### src/rtl/game_sequencer_if.sv
// game_sequencer_if: play-control inputs and game status outputs of game_sequencer
interface game_sequencer_if;
  logic        frame;
  logic        start;
  logic        pause;
  logic        hit;
  logic [3:0]  state;
  logic        run;
  logic [3:0]  speed;
  logic        clr;
  logic [15:0] score;
  logic [15:0] hiscore;
  logic        blink;
  modport master (output frame, start, pause, hit, input state, run, speed, clr, score, hiscore, blink);
  modport slave  (input frame, start, pause, hit, output state, run, speed, clr, score, hiscore, blink);
endinterface

### src/rtl/game_sequencer.sv
// game_sequencer: game state machine with BCD score, high score, speed and blink control
module game_sequencer #(
  parameter int COUNT_FRAMES = 180,
  parameter int SCORE_DIV    = 6,
  parameter int HIT_FRAMES   = 60,
  parameter int SPEED_INIT   = 1,
  parameter int SPEED_MAX    = 8,
  parameter int FLASH_DIV    = 16
) (
  input logic board_clk,
  input logic Reset,
  game_sequencer_if.slave bus
);
  typedef enum logic [3:0] {IDLE = 4'd0, COUNT = 4'd1, PLAY = 4'd2, PAUSE = 4'd3, HIT = 4'd4, OVER = 4'd5} state_t;
  localparam logic [7:0] CNT_END   = 8'(COUNT_FRAMES - 1);
  localparam logic [7:0] SCORE_END = 8'(SCORE_DIV - 1);
  localparam logic [7:0] HIT_END   = 8'(HIT_FRAMES - 1);
  localparam logic [7:0] FLASH_END = 8'(FLASH_DIV - 1);
  localparam logic [3:0] SPD_INIT  = 4'(SPEED_INIT);
  localparam logic [3:0] SPD_MAX   = 4'(SPEED_MAX);
  state_t      r_state;
  logic        r_run, r_clr, r_blink, r_hit_latch;
  logic [3:0]  r_speed;
  logic [15:0] r_score, r_hiscore;
  logic [7:0]  r_fcnt;
  logic        w_hit, w_sat;
  logic [15:0] w_inc;
  function automatic logic [15:0] bcd_inc(input logic [15:0] s);
    logic c;
    bcd_inc = s;
    c = 1'b1;
    for (int i = 0; i < 4; i++)
      if (c) begin
        bcd_inc[4*i +: 4] = (s[4*i +: 4] == 4'd9) ? 4'd0 : s[4*i +: 4] + 4'd1;
        c = (s[4*i +: 4] == 4'd9);
      end
  endfunction
  assign w_hit = r_hit_latch | bus.hit;
  assign w_sat = (r_score == 16'h9999);
  assign w_inc = bcd_inc(r_score);
  always_ff @(posedge board_clk or posedge Reset) begin
    if (Reset) begin
      r_state     <= IDLE;
      r_run       <= 1'b0;
      r_clr       <= 1'b0;
      r_blink     <= 1'b0;
      r_hit_latch <= 1'b0;
      r_speed     <= SPD_INIT;
      r_score     <= 16'h0;
      r_hiscore   <= 16'h0;
      r_fcnt      <= 8'd0;
    end else begin
      r_clr <= 1'b0;
      case (r_state)
        IDLE, OVER:
          if (bus.start) begin
            r_state <= COUNT;
            r_clr   <= 1'b1;
            r_score <= 16'h0;
            r_speed <= SPD_INIT;
            r_fcnt  <= 8'd0;
            r_blink <= 1'b0;
          end else if (r_state == OVER && bus.frame) begin
            r_fcnt  <= (r_fcnt == FLASH_END) ? 8'd0 : r_fcnt + 8'd1;
            r_blink <= (r_fcnt == FLASH_END) ? ~r_blink : r_blink;
          end
        COUNT:
          if (bus.frame) begin
            r_state <= (r_fcnt == CNT_END) ? PLAY : COUNT;
            r_run   <= (r_fcnt == CNT_END);
            r_fcnt  <= (r_fcnt == CNT_END) ? 8'd0 : r_fcnt + 8'd1;
          end
        PLAY:
          if (bus.pause) begin
            r_state     <= PAUSE;
            r_run       <= 1'b0;
            r_hit_latch <= 1'b0;
          end else if (bus.frame) begin
            r_hit_latch <= 1'b0;
            if (w_hit) begin
              r_state <= HIT;
              r_run   <= 1'b0;
              r_fcnt  <= 8'd0;
            end else if (r_fcnt == SCORE_END) begin
              r_fcnt <= 8'd0;
              // a saturated score never rolls over, so speed only moves on a real increment
              if (!w_sat) begin
                r_score <= w_inc;
                if (r_score[7:0] == 8'h99 && r_speed < SPD_MAX) r_speed <= r_speed + 4'd1;
              end
            end else r_fcnt <= r_fcnt + 8'd1;
          end else r_hit_latch <= w_hit;
        PAUSE:
          if (bus.pause) begin
            r_state <= PLAY;
            r_run   <= 1'b1;
          end
        HIT:
          if (bus.frame) begin
            if (r_fcnt == HIT_END) begin
              r_state <= OVER;
              r_fcnt  <= 8'd0;
              r_blink <= 1'b1;
              if (r_score > r_hiscore) r_hiscore <= r_score;
            end else r_fcnt <= r_fcnt + 8'd1;
          end
        default: begin
          r_state <= IDLE;
          r_run   <= 1'b0;
        end
      endcase
    end
  end
  assign bus.state   = r_state;
  assign bus.run     = r_run;
  assign bus.speed   = r_speed;
  assign bus.clr     = r_clr;
  assign bus.score   = r_score;
  assign bus.hiscore = r_hiscore;
  assign bus.blink   = r_blink;
endmodule

### src/flat_wrapper.sv
// flat-port wrapper written by rule: the top's interface ports become plain ports
module game_sequencer_flat 
#(
  parameter int COUNT_FRAMES = 180,
  parameter int SCORE_DIV    = 6,
  parameter int HIT_FRAMES   = 60,
  parameter int SPEED_INIT   = 1,
  parameter int SPEED_MAX    = 8,
  parameter int FLASH_DIV    = 16
)
  (board_clk, Reset, bus_frame, bus_start, bus_pause, bus_hit, bus_state, bus_run, bus_speed, bus_clr, bus_score, bus_hiscore, bus_blink);
  game_sequencer_if bus_i ();
  input logic board_clk;
  input logic Reset;
  input wire logic [$bits(bus_i.frame)-1:0] bus_frame;
  input wire logic [$bits(bus_i.start)-1:0] bus_start;
  input wire logic [$bits(bus_i.pause)-1:0] bus_pause;
  input wire logic [$bits(bus_i.hit)-1:0] bus_hit;
  output wire logic [$bits(bus_i.state)-1:0] bus_state;
  output wire logic [$bits(bus_i.run)-1:0] bus_run;
  output wire logic [$bits(bus_i.speed)-1:0] bus_speed;
  output wire logic [$bits(bus_i.clr)-1:0] bus_clr;
  output wire logic [$bits(bus_i.score)-1:0] bus_score;
  output wire logic [$bits(bus_i.hiscore)-1:0] bus_hiscore;
  output wire logic [$bits(bus_i.blink)-1:0] bus_blink;
  assign bus_i.frame = bus_frame;
  assign bus_i.start = bus_start;
  assign bus_i.pause = bus_pause;
  assign bus_i.hit = bus_hit;
  assign bus_state = bus_i.state;
  assign bus_run = bus_i.run;
  assign bus_speed = bus_i.speed;
  assign bus_clr = bus_i.clr;
  assign bus_score = bus_i.score;
  assign bus_hiscore = bus_i.hiscore;
  assign bus_blink = bus_i.blink;
  game_sequencer #(.COUNT_FRAMES(COUNT_FRAMES), .SCORE_DIV(SCORE_DIV), .HIT_FRAMES(HIT_FRAMES), .SPEED_INIT(SPEED_INIT), .SPEED_MAX(SPEED_MAX), .FLASH_DIV(FLASH_DIV)) u_core (.board_clk(board_clk), .Reset(Reset), .bus(bus_i));
endmodule
### config.mk
export PLATFORM = sky130hd
export DESIGN_NAME = game_sequencer_flat
export DESIGN_NICKNAME = d
export VERILOG_FILES = /design/src/rtl/game_sequencer_if.sv /design/src/rtl/game_sequencer.sv /design/src/flat_wrapper.sv
export SDC_FILE = /design/constraint.sdc
export NUM_CORES = 1
export LEC_CHECK = 0
export ABC_AREA = 0
export BUFFER_PORTS_ARGS = -buffer_cell sky130_fd_sc_hd__buf_4
export CAP_MARGIN = 10
export CORE_MARGIN = 10
export CORE_UTILIZATION = 51
export CTS_BUF_LIST = sky130_fd_sc_hd__clkbuf_2
export DETAILED_ROUTE_END_ITERATION = 7
export GPL_TIMING_DRIVEN = 1
export PLACE_DENSITY = 0.7
export RECOVER_POWER = 25
export SYNTH_ARGS = -nofsm -noshare
export SYNTH_HDL_FRONTEND = slang
export SYNTH_SLANG_ARGS = --single-unit
### constraint.sdc
create_clock -name board_clk -period 3.1 [get_ports board_clk]
set_input_delay 0.31 -clock board_clk [delete_from_list [all_inputs] [get_ports board_clk]]
set_output_delay 0.31 -clock board_clk [all_outputs]
set_load 0.01 [all_outputs]
Word level (Yosys, flattened, before mapping)
Cells that the tools add are included.
- bits in registers: 52
- logic and storage cells: 135
- add/sub/neg operators: 6
- order comparisons: 2
- equality and inequality tests: 33
- muxes and demuxes: 61
- bitwise operators: 3
- reduce and logical (&&, ||, !) cells: 18
- operators by type and width (cell ; count):
    16-bit 2-to-1 mux ; 6
    8-bit 2-to-1 mux ; 11
    4-bit 2-to-1 mux ; 21
    16-bit case mux with 2 select lines ; 1
    8-bit case mux with 4 select lines ; 1
    8-bit AND reduction ; 4
    4-bit by 1-bit adder with 4-bit output (second input constant) ; 5
    4-bit case mux with 5 select lines ; 1
    16-bit equality test (second input constant) ; 1
    4-bit equality test (second input constant) ; 4
    8-bit equality test (second input constant) ; 2
    16-bit > comparator ; 1
    1-bit 2-to-1 mux ; 16
    2-bit != test (second input constant) ; 8
    7-bit AND reduction ; 2
    2-bit by 1-bit != test with 1-bit output (second input constant) ; 6
    5-bit AND reduction ; 2
    3-bit by 2-bit != test with 1-bit output (second input constant) ; 3
    8-bit by 1-bit adder with 8-bit output (second input constant) ; 1
    4-bit by 2-bit equality test with 1-bit output (second input constant) ; 2
    4-bit by 3-bit equality test with 1-bit output (second input constant) ; 2
    8-bit by 3-bit equality test with 1-bit output (second input constant) ; 1
    8-bit by 4-bit equality test with 1-bit output (second input constant) ; 1
    8-bit by 6-bit equality test with 1-bit output (second input constant) ; 1
    other kinds (17) ; 20

Longest topological paths before layout
- depth in word-level cells: 10
- mapped depth: 9
- gate-level depth less buffers: 7

Least setup slack after synthesis
OpenSTA, ideal clock, no wires.
- kind: reg2reg
- start: register u_core.r_score[14], in the netlist u_core.bus.score[14]
- end: register u_core.r_hiscore[10], in the netlist u_core.bus.hiscore[10]
- setup time: 0.083 ns
- arrival time: 2.086 ns
- required time: 3.017 ns
- path slack: 0.931 ns
- cell stages (with the launch flop): 9
- clock period less this slack: 2.169 ns
- cells stage by stage: dfrtp_1 > ha_1 > nand4_2 > nor4_4 > o21ai_2 > and3_1 > clkbuf_1 > clkbuf_1 > o21ai_0
- word-level cells in the longest chain between the ends: 2
- ends and longest elaborated chain (what ; line ; text):
    start: declaration ; game_sequencer.sv:24 ; logic [15:0] r_score, r_hiscore;
    start signal: assignment ; game_sequencer.sv:88 ; r_score <= w_inc;
    16-bit > comparator ; game_sequencer.sv:104 ; if (r_score > r_hiscore) r_hiscore <= r_score;
    4-bit AND reduction (no source line) ; - ;
    end signal: assignment ; game_sequencer.sv:104 ;
    end: declaration ; game_sequencer.sv:24 ;
No other way between the ends.
A chain may end at the register's enable or synchronous reset.

Worst setup path in the final report
- start: register u_core.r_score[14], in the netlist u_core.bus.score[14]
- end: register u_core.r_hiscore[5], in the netlist u_core.bus.hiscore[5]
Same word-level chain as after synthesis.

==> results.sh <==
export IMPL_outcome="finished, final reports clean"
export IMPL_power_switching_uw=971
export IMPL_ioPinCount=49
export IMPL_via_per_inst=5.98
export IMPL_cts_buffers=5
export IMPL_htree_levels=2
export IMPL_cp_end_kind="register"
export IMPL_cts_tree="done"
export IMPL_syn_nets=449
export IMPL_antenna_found_initial=0
export IMPL_diodes=0
export IMPL_clkPwrFrac_pct=12.5
export IMPL_utilization_pct=59.8
export IMPL_maxCapViolations=0
export IMPL_tightestPinTransition_ps=1300
export IMPL_drive_gt1_share_pct=17.1
export IMPL_wl_um=9470
export IMPL_power_leakage_nw=1.81
export IMPL_p_total_mw=2.15
export IMPL_die_w_um=104
export IMPL_dpl_cell_count=544
export IMPL_rsz0062_at_grt="no"
export IMPL_synth_seq_cells=51
export IMPL_synth_top_cell_area_share_pct=34.5
export IMPL_reg2reg_depth=6
export IMPL_slowest_stage="dfrtp_1"
export IMPL_hp_class="in2reg"
export IMPL_r2r_slack_ps=480
export IMPL_switching_share_pct=45.1
export IMPL_place_congestion=0.843
export IMPL_cp_num_buf_inv=0
export IMPL_wl_per_cell_um=17.1
export IMPL_core_area_um2=6830
export IMPL_clk_pin_slew_ps=260
export IMPL_dp_hpwl_um=6920
export IMPL_comb_power_share_pct=43.7
export IMPL_die_area_um2=10900
export IMPL_crit_arrival_ps=2990
export IMPL_port_buffer_count=47
export IMPL_drcViolationCount=0
export IMPL_vdd_drop_max_mv=0.279
export IMPL_grt_start_max_net_pins=33
export IMPL_sequentialPowerShare_pct=43.9
export IMPL_p_per_area_nw_per_um2=527
export IMPL_final_common_cell="buf_4"
export IMPL_final_max_slew_viol_count=0
export IMPL_dieHeight_um=104
export IMPL_final_cell_mix="53 x buf_4, 50 x dfrtp_1, 48 x nand2_1"
export IMPL_slew_limit_headroom_pct=13.3
export IMPL_reg2reg_from="u_core.bus.score[14]"
export IMPL_critPathKind="reg2reg"
export IMPL_syn_to_final_growth_pct=12.8
export IMPL_grt_use_total_pct=17.5
export IMPL_grt_pass1_vias=3254
export IMPL_dr_pass1_iters=4
export IMPL_first_iter_violations=198
export IMPL_netlist_top_cells_area="dfrtp_1 35%, ha_1 9.3%, o21ai_0 6.4%, nand2_1 5.0%, a32oi_1 4.1%"
export IMPL_ys_flop_type="dfrtp_1"
export IMPL_cp_top_family="simple AND/OR/NAND/NOR gates"
export IMPL_clock_skew_ps=16.0
export IMPL_path_cells="ha_1 > nand4_2 > nor4_4 > o21ai_2 > and3_1 > o31ai_1"
export IMPL_yosys_warnings=0
export IMPL_cp_num_cells=6
export IMPL_cts_root_buf="clkbuf_2"
export IMPL_cp_slowest_stage_delay_ps=510
export IMPL_insertion_delay_ps=440
export IMPL_finalCritPeriodShare_pct=84.6
export IMPL_syn_avg_cell_area_um2=8.71
export IMPL_crit_path_end="u_core.bus.hiscore[5]"
export IMPL_synth_top_area_cell="dfrtp_1"
export IMPL_synthCells=416
export IMPL_startpoint="u_core.bus.score[14]"
export IMPL_grt_pass1_wl_um=16300
export IMPL_initial_core_util_pct=53.0
export IMPL_ys_seq_area_share_pct=35.3
export IMPL_fin_cells=553
export IMPL_fin_setup_tns_ps=0
export IMPL_routed_via_count=3306
export IMPL_final_nets=489
export IMPL_p_int_mw=1.18
export IMPL_fin_area_um2=4090
export IMPL_overflow=0
export IMPL_timing_rr_end="u_core.bus.hiscore[5]"
export IMPL_ys_types=66
export IMPL_postRouteAntennaNets=0
export IMPL_fin_crit_ps=2620
export IMPL_worstPathRequired_ps=3470
export IMPL_synth_async_reset_ratio_pct=100
export IMPL_cp_start_kind="register"
export IMPL_fmax_mhz=381
export IMPL_cts_sinks=51
export IMPL_finalSetupViolCount=0
export IMPL_dpl_cell_area_um2=4040
export IMPL_clock_path_buffers=2
export IMPL_synth_edf_count=0
export IMPL_cp_max_fo=17
export IMPL_syn_area_um2=3620
export IMPL_fp_row_count=30
export IMPL_hold_violations=0
-- worst min path at each step --
stage | end | startpoint | slack, ps | cells past startpoint
2_1_floorplan | u_core.bus.state[2] | bus_pause | 410 | 1
3_3_place_gp | u_core.bus.state[1] | Reset | 470 | 2
3_5_place_dp | u_core.bus.state[0] | Reset | 490 | 2
4_1_cts | u_core.bus.state[2] | bus_pause | 90 | 2
5_1_grt | u_core.bus.state[2] | bus_pause | 70 | 2
6_report | u_core.bus.state[2] | bus_pause | 110 | 2
-- cell type report --
cell class | count | area [um2]
clock inverters | 2 | 7.51
fillers | 619 | 2750
multi-input cells | 311 | 2120
clock buffers | 6 | 30.0
inverters | 31 | 116
repair buffers | 56 | 419
flip-flops and latches | 51 | 1280
well taps | 96 | 120
-- power by group through the flow --
stage / Combinational [mW] / Clock (mW) / Sequential (mW)
after floorplan: 0.679 / 0 / 0.914
after global placement: 0.922 / 0 / 0.946
after detailed placement: 0.935 / 0 / 0.954
after CTS: 0.938 / 0.278 / 0.941
after global routing: 1.06 / 0.305 / 0.972
final: 0.941 / 0.269 / 0.944
-- through the flow --
stage                     hold WS [ps]  setup WS [ps]
after global routing              70.6            234
after detailed placement           485            556
after CTS                         86.5            512
final                              107            477
after floorplan                    410            931
after global placement             475            578
-- Yosys cell counts (3+ instances only) --
cell type / instances
a21o_1: 6
a21oi_1: 19
a31oi_1: 5
a32oi_1: 17
and2_1: 3
and3_1: 5
buf_2: 4
clkbuf_1: 15
dfrtp_1: 50
ha_1: 27
inv_1: 31
nand2_1: 48
nand2b_1: 3
nand3_1: 12
nand3b_1: 4
nor2_1: 12
nor2b_1: 3
nor3_1: 6
nor3b_1: 4
nor4_1: 16
o211ai_1: 7
o21ai_0: 46
o21ai_1: 4
o31ai_1: 12
or3_1: 3
-- per-layer routing --
| metal | up-vias | part of all wire (%) | GRT usage (%) |
|---|---|---|---|
| li1 | 1629 | - | - |
| met1 | 1598 | 44 | 21.4 |
| met2 | 69 | 51 | 30.3 |
| met3 | 10 | 4.6 | 3.66 |
| met4 | 0 | 0.87 | 4.08 |
| met5 | - | 0 | 0 |
-- what timing repair did --
action                                 CTS  global route
endpoints found under the hold margin   31             0
setup buffers                            0             0
hold buffers                             1             0
gates resized for setup                  0             0
-- registers in the layout, indices dropped and copies added, names as in the netlist --
signal and flops:
u_core.bus.score 16, u_core.bus.clr 1, u_core.bus.blink 1, u_core.bus.speed 4, u_core.bus.hiscore 16, u_core.r_fcnt 8
u_core.r_hit_latch 1, u_core.bus.run 1, u_core.bus.state 3
-- kinds of logic (layout without fill, tap and decap cells) --
| kind of cell | Yosys count | after routing | synth area share, % |
|---|---|---|---|
| compound gates | 135 | 135 | 24.3 |
| xor+xnor | 2 | 2 | 0.484 |
| fa+ha+maj | 27 | 27 | 9.32 |
| buf+inv | 54 | 95 | 6.35 |
| flops | 51 | 51 | 35.3 |
| mux | 1 | 1 | 0.414 |
| other cells | 1 | 1 | 0.103 |
| simple gates | 145 | 145 | 23.8 |
No activity file was read; power rests on OpenSTA's default activity.
